--- config.mk ---
export PLATFORM = sky130hd
export DESIGN_NAME = cla_serial_add_ctrl
export DESIGN_NICKNAME = d
export VERILOG_FILES = /design/src/rtl/cla_serial_add_ctrl_pkg.sv /design/src/rtl/cla_serial_add_ctrl_cla4.sv /design/src/rtl/cla_serial_add_ctrl.sv
export SDC_FILE = /design/constraint.sdc
export NUM_CORES = 1
export LEC_CHECK = 0
export ABC_AREA = 1
export BUFFER_PORTS_ARGS = -buffer_cell sky130_fd_sc_hd__buf_2
export CORE_MARGIN = 3
export CORE_UTILIZATION = 60
export DETAILED_ROUTE_END_ITERATION = 8
export PLACE_DENSITY = 0.92
export SYNTH_ARGS = -nofsm -noshare
export SYNTH_HDL_FRONTEND = slang
export SYNTH_SLANG_ARGS = --single-unit
--- constraint.sdc ---
create_clock -name clk -period 11.1 [get_ports clk]
set_clock_uncertainty 0.15 [all_clocks]
set_input_delay 2.22 -clock clk [delete_from_list [all_inputs] [get_ports clk]]
set_output_delay 2.22 -clock clk [all_outputs]
set_load 0.02 [all_outputs]
--- src/rtl/cla_serial_add_ctrl_pkg.sv ---
// Shared types for the nibble-serial CLA adder controller.
// Holds the FSM encoding and the default operand width.
package cla_serial_add_ctrl_pkg;

  localparam int DEF_WIDTH = 32;

  typedef enum logic [1:0] {
    ST_IDLE = 2'd0,
    ST_RUN  = 2'd1,
    ST_DONE = 2'd2
  } state_e;

endpackage

--- src/rtl/cla_serial_add_ctrl_cla4.sv ---
// 4-bit carry-lookahead slice: sum bits plus block generate/propagate.
// The block carry-out is formed by the caller as G | P & C_in.
module cla_serial_add_ctrl_cla4 (
  input  logic [3:0] a_i,
  input  logic [3:0] b_i,
  input  logic       c_i,
  output logic [3:0] s_o,
  output logic       g_o,
  output logic       p_o
);

  logic [3:0] g;
  logic [3:0] p;
  logic [3:0] c;

  assign g = a_i & b_i;
  assign p = a_i ^ b_i;

  assign c[0] = c_i;
  assign c[1] = g[0] | (p[0] & c_i);
  assign c[2] = g[1] | (p[1] & g[0])
              | (p[1] & p[0] & c_i);
  assign c[3] = g[2] | (p[2] & g[1])
              | (p[2] & p[1] & g[0])
              | (p[2] & p[1] & p[0] & c_i);

  assign s_o = p ^ c;

  assign g_o = g[3] | (p[3] & g[2])
             | (p[3] & p[2] & g[1])
             | (p[3] & p[2] & p[1] & g[0]);
  assign p_o = &p;

endmodule

--- src/rtl/cla_serial_add_ctrl.sv ---
// Multi-cycle WIDTH-bit add/sub built from one 4-bit CLA slice,
// one nibble per cycle, LSB nibble first, start/done handshake.
module cla_serial_add_ctrl
  import cla_serial_add_ctrl_pkg::*;
#(
  parameter int WIDTH = DEF_WIDTH
) (
  input  logic             clk,
  input  logic             rst,
  input  logic             start,
  input  logic             sub,
  input  logic             c_in,
  input  logic [WIDTH-1:0] a,
  input  logic [WIDTH-1:0] b,
  output logic             busy,
  output logic             done,
  output logic [WIDTH-1:0] sum,
  output logic             c_out,
  output logic             overflow,
  output logic             zero
);

  localparam int NIBBLES = WIDTH / 4;
  localparam int CW      = $clog2(NIBBLES);
  localparam logic [CW-1:0] LAST = CW'(NIBBLES - 1);

  state_e           state_q;
  logic [CW-1:0]    cnt_q;
  logic             cy_q;
  logic             fin_q;
  logic [WIDTH-1:0] a_q;
  logic [WIDTH-1:0] b_q;
  logic [WIDTH-1:0] sum_q;
  logic             busy_q;
  logic             done_q;
  logic             cout_q;
  logic             ovf_q;
  logic             zero_q;

  logic [3:0] a_nib;
  logic [3:0] b_nib;
  logic [3:0] s_nib;
  logic       blk_g;
  logic       blk_p;
  logic       cy_d;

  assign a_nib = a_q[cnt_q*4 +: 4];
  assign b_nib = b_q[cnt_q*4 +: 4];
  assign cy_d  = blk_g | (blk_p & cy_q);

  cla_serial_add_ctrl_cla4 u_cla4 (
    .a_i (a_nib),
    .b_i (b_nib),
    .c_i (cy_q),
    .s_o (s_nib),
    .g_o (blk_g),
    .p_o (blk_p)
  );

  always_ff @(posedge clk or posedge rst) begin
    if (rst) begin
      state_q <= ST_IDLE;
      cnt_q   <= '0;
      cy_q    <= 1'b0;
      fin_q   <= 1'b0;
      a_q     <= '0;
      b_q     <= '0;
      sum_q   <= '0;
      busy_q  <= 1'b0;
      done_q  <= 1'b0;
      cout_q  <= 1'b0;
      ovf_q   <= 1'b0;
      zero_q  <= 1'b0;
    end else begin
      unique case (state_q)
        ST_IDLE, ST_DONE: begin
          done_q <= 1'b0;
          if (start) begin
            a_q     <= a;
            b_q     <= sub ? ~b : b;
            cy_q    <= sub | c_in;
            cnt_q   <= '0;
            fin_q   <= 1'b0;
            sum_q   <= '0;
            cout_q  <= 1'b0;
            ovf_q   <= 1'b0;
            zero_q  <= 1'b0;
            busy_q  <= 1'b1;
            state_q <= ST_RUN;
          end else begin
            state_q <= ST_IDLE;
          end
        end
        ST_RUN: begin
          if (!fin_q) begin
            sum_q[cnt_q*4 +: 4] <= s_nib;
            cy_q <= cy_d;
            if (cnt_q == LAST) fin_q <= 1'b1;
            else               cnt_q <= cnt_q + 1'b1;
          end else begin
            // sum is complete here, so flags see the final MSB nibble
            cout_q  <= cy_q;
            ovf_q   <= (a_q[WIDTH-1] ~^ b_q[WIDTH-1])
                     & (sum_q[WIDTH-1] ^ a_q[WIDTH-1]);
            zero_q  <= ~|sum_q;
            busy_q  <= 1'b0;
            done_q  <= 1'b1;
            state_q <= ST_DONE;
          end
        end
        default: state_q <= ST_IDLE;
      endcase
    end
  end

  assign busy     = busy_q;
  assign done     = done_q;
  assign sum      = sum_q;
  assign c_out    = cout_q;
  assign overflow = ovf_q;
  assign zero     = zero_q;

endmodule

======== Yosys cells after proc, flatten, opt, wreduce, memory -nomap -nowiden ========
Index checks and enable logic that the tools add are counted.
W data, S select, Z words.
word-level totals
  flip-flop bits (word level) ............. 108
  latch bits .............................. 0
  bits in writable memories ............... 0
  memory bits (read-only) ................. 0
  input bits .............................. 69
  output and inout port bits .............. 37
  logic and storage cells ................. 100
  memories ................................ 0
operators by class
  add/subtract/negate cells ............... 2
  multipliers ............................. 0
  div/mod/pow operators ................... 0
  $lt $le $gt $ge ......................... 0
  equality and inequality tests ........... 7
  shifts and indexed selects .............. 4
  multiplexer cells ....................... 30
  bitwise logic cells ..................... 33
  reduce and logical (&&, ||, !) cells .... 12
operators by type and width
  operator                   count
  $mux W32                   3
  $pmux W32 S2               1
  $shiftx A32 B6 Y4          2
  $neg A5 Y34                1
  $shift A4 B34 Y32 const A  1
  $shiftx A4 B34 Y32         1
  $bwmux W32                 1
  $not A32 Y32               1
  $reduce_or A32 Y1          1
  $and A1 B1 Y1              16
  $pmux W1 S2                7
  $mux W1                    12
  $or A1 B1 Y1               11
  $mux W3                    3
  $ne A2 B2 Y1 const B       4
  $reduce_and A4 Y1          2
  $xor A4 B4 Y4              2
  $pmux W3 S2                1
  $reduce_and A2 Y1          3
  $reduce_and A3 Y1          2
  $and A4 B4 Y4              1
  $pmux W2 S2                1
  $add A3 B1 Y3 const B      1
  $eq A3 B3 Y1 const B       1
  other kinds (9)            9

======== Longest topological paths before layout ========
  word-level depth ........................ 11
  depth in mapped cells ................... 17
  mapped depth without buffers ............ 15

======== Hierarchy ========
A second synthesis with hierarchy kept.
second synthesis, totals
  cell total of the unflattened synthesis .. 745
  area total of the unflattened synthesis .. 5735.5 um^2
modules (own cells, without submodules)
  module                    instances  cells each  area an instance (um^2)  sequential area each (um^2)
  cla_serial_add_ctrl       1          714         5545.3                   2702.6
  cla_serial_add_ctrl_cla4  1          31          190.2                    0.0

======== Least setup slack after synthesis ========
Ideal clock, no wire load.
  kind .................................... input to register
  start point ............................. input sub
  end point ............................... register b_q[10]
  setup time .............................. 0.133 ns
  arrival time ............................ 2.824 ns
  data required time ...................... 10.817 ns
  slack ................................... 7.993 ns
  cell stages on the path ................. 4
  path buffers ............................ 2
  cells stage by stage .................... buf_2 -> buf_2 -> xnor2_1 -> o21ai_0
on the way
  cells in the longest elaborated chain, start to end .. 1
ends and longest elaborated chain
  element               line                       text
  start, declared       cla_serial_add_ctrl.sv:11  input logic sub,
  $mux W32              cla_serial_add_ctrl.sv:80  b_q <= sub ? ~b : b;
  end signal, assigned  cla_serial_add_ctrl.sv:80
  end, declared         cla_serial_add_ctrl.sv:32  logic [WIDTH-1:0] b_q;
No other way between the ends.
A chain may end at the register's enable or synchronous reset.

======== Worst setup path in the final report ========
  start point ............................. register sum_q[31] (netlist: sum[31])
  end point ............................... output sum[31]
RTL lines
  element                          line                       text
  start, declared                  cla_serial_add_ctrl.sv:33  logic [WIDTH-1:0] sum_q;
  start signal, assigned by index  cla_serial_add_ctrl.sv:96  sum_q[cnt_q*4 +: 4] <= s_nib;
  end, declared                    cla_serial_add_ctrl.sv:17  output logic [WIDTH-1:0] sum,
No word-level cell between the ends.

==> flow_summary_export.csv <==
group,metric,value,unit
sta,rsz0062_at_grt,"no",
sta,hold_viol,0,
sta,worst_pin_slew,874.2,ps
synth,ys_warn_count,0,
hold_path,min_path_type,"flop to flop",
sta,fin_crit_sh,30.62,%
power,clock_power_share,12.2,%
setup_path,reg2reg_depth,10,
synth,syn-num-nets,765,
clock_network,htree_levels,3,
clock_network,hold_buffers,0,
run,maxCapViolCount,0,
floorplanning,die_area,10390,um2
route,first_iter_violations,440,
route,firstDrtPassIters,5,
placed_design,io_buffers,105,
clock_network,cts_sinks,108,
power,power,1.876,mW
route,viasPerCell,5.662,
route,wire_per_inst,15.21,um
grt,grt_pass1_wl,21.45,mm
setup_path,r2r_end,"sum[5]",
power,netSwitchingFraction,50.38,%
clock_network,clk_pin_slew_worst_paths,110,ps
floorplanning,start_util,62.40,%
clock_network,clk_path_buf_depth,2,
sta,slew_violations,0,
grt,grt_antenna_before_repair,0,
setup_path,crit_type,"flop to primary output",
finish,layout.nets,851,
setup_path,path_cells,"buf_2",
grt,grt_pass1_vias,4653,
power,power_frac_comb,54.2,%
synth,yosys.cell_types.count,32,
setup_path,worst_ep_required_time,8730,ps
clock_network,cts_inserted_buffers,9,
hold_path,hold_depth,2,
clock_network,cts_tree,"built",
route,detail-route-antenna-nets,0,
floorplanning,core,8848,um2
power,p_int,0.9308,mW
hold_path,hold_end,"a_q[3]",
clock_network,cts-root-buf,"clkbuf_8",
finish,syn_to_final_growth,13.08,%
grt,grt_max_degree,94,
finish,nFillCells,707,
sta,finalSetupTns,0,ps
synth,syn_area,5522,um2
sta,setup_viol,0,
sta,final.min_clock_period,3398,ps
route,vias,4994,
power,peakVddDrop,0.1776,mV
grt,grt_overflow,0,
floorplanning,die_y,101.9,um
clock_network,cts_resized,0,
setup_path,r2r-start,"cnt_q[0]",
setup_path,cp-start-kind,"flop",
power,cellPowerDensity,300.4,nW/um2
clock_network,cts_setup_buffers,0,
setup_path,end_kind,"primary output",
setup_path,cp.arrival,1030,ps
setup_path,cp_num_buf_inv,1,
route,drc,0,
synth,ys_seq_elements,108,
clock_network,insertion_delay,380,ps
sta,max_freq,294.2,MHz
floorplanning,fp.dieW,101.9,um
setup_path,cp_top_family,"flip-flops",
synth,synth_cells,683,
placed_design,dp_hpwl,9.449,mm
synth,seq_area_frac_synth,48.95,%
finish,antenna_cells,0,
synth,synth_area_per_cell,8.084,um2
placed_design,globalplace.congestion,0.8707,
run_status,status,"finished clean",
grt,grtUsageTotal,25.89,%
setup_path,crit_fanout,4,
floorplanning,ios,106,
sta,relSlewSlack,41.72,%
setup_path,worst_path_max_delay_cell,"dfrtp_1",
power,seqPwrFrac,33.5,%
hold_path,min_from,"a_q[3]",
power,p_leak,3.279,nW
power,p_sw,0.9449,mW
route,drt_wl_total,13.41,mm
setup_path,critPathMaxStageDelay,450,ps
setup_path,crit_cells,1,
setup_path,rrSetupSlack,7740,ps
floorplanning,fp-row-count,34,
finish,drive_above_1_share,18.60,%
[flip-flops by register name, summed over array words and instances (netlist names), 2 cells and up]
| signal | flops |
|---|---|
| b_q | 32 |
| cnt_q | 3 |
| state_q | 2 |
| a_q | 32 |
| sum | 32 |
[power groups by stage]
stage	combinational [mW]	sequential (mW)	clock, mW
after floorplan	0.713	0.633	0
after global placement	0.950	0.627	0
after detailed placement	0.989	0.634	0
after CTS	1.00	0.627	0.231
after global routing	1.13	0.643	0.243
final	1.02	0.629	0.230
[Yosys cell counts (all sizes together)]
cell,instances,area (um2)
nand3,27,135.1
clkinv,2,7.510
clkbuf,11,42.54
nor2,57,270.3
fa,1,20.02
a22o,1,8.760
a21oi,15,78.83
nand4,14,87.58
xor2,1,8.760
o2111ai,1,8.760
o22ai,12,75.07
inv,38,142.6
buf,23,115.1
or2,1,6.260
nand2,226,863.3
o21ai,98,498.0
dfrtp,108,2703
nor3,3,20.02
ha,12,150.1
xnor2,32,280.3
[cells in the final DEF (no fill, tap or decap), drive strengths merged]
cell type	count
o22ai	12
nor3	3
buf	109
dfrtp	108
inv	39
o2111ai	1
nor2	57
ha	12
clkinv	4
nand4	14
clkbuf	10
a21oi	15
fa	1
or2	1
a22o	1
nand2	226
nand3	27
clkinvlp	3
o21ai	98
xnor2	32
xor2	1
[worst max-delay path by stage]
| stage | start | end | slack, ps |
|---|---|---|---|
| floorplan | rst | a_q[0] | 5880 |
| finish | sum[31] | sum[31] | 7700 |
| global placement | start | sum[21] | 7470 |
| global route | cnt_q[0] | sum[5] | 7590 |
| CTS | sum[31] | sum[31] | 7710 |
| detailed placement | start | sum[1] | 7400 |
[kinds of logic (layout without fill, tap and decap cells)]
| family | after synthesis | in the layout | share of synthesized area (%) |
|---|---|---|---|
| adders and majority gates | 13 | 13 | 3.082 |
| DFF | 108 | 108 | 48.95 |
| AOI/OAI and AO/OA | 127 | 127 | 12.12 |
| buffers and inverters | 74 | 165 | 5.575 |
| xor gates and xnor gates | 33 | 33 | 5.235 |
| and+or+nand+nor | 328 | 328 | 25.04 |
[per-layer routing]
metal | wire length (um) | share of wire, % | GRT usage [%]
met1 | 5522 | 41 | 34.57
met2 | 6701 | 50 | 44.16
met3 | 909 | 6.8 | 2.867
met4 | 279 | 2.1 | 9.082
met5 | 0 | 0 | 0
[final cells by class]
| class | count | area, um2 | share of cell area [%] |
|---|---|---|---|
| sequential | 108 | 2703 | 43.29 |
| multi-input combinational | 501 | 2511 | 40.22 |
| clock inverter | 6 | 48.80 | 0.7816 |
| timing repair buffer | 109 | 555.5 | 8.898 |
| tap | 108 | 135.1 | 2.164 |
| clock buffer | 10 | 137.6 | 2.204 |
| inverter | 40 | 152.6 | 2.445 |
[metrics by stage]
step	instances	setup slack [ps]	utilization [%]	cell area [um2]	hold slack [ps]
floorplan	683	5884	-	5522	293.6
global placement	866	7475	68.45	6057	309.2
detailed placement	866	7396	68.45	6057	311.9
CTS	882	7712	70.56	6243	337.6
global route	882	7587	70.56	6243	361.9
finish	882	7702	70.56	6243	336.1
(Power assumes the default switching activity.)
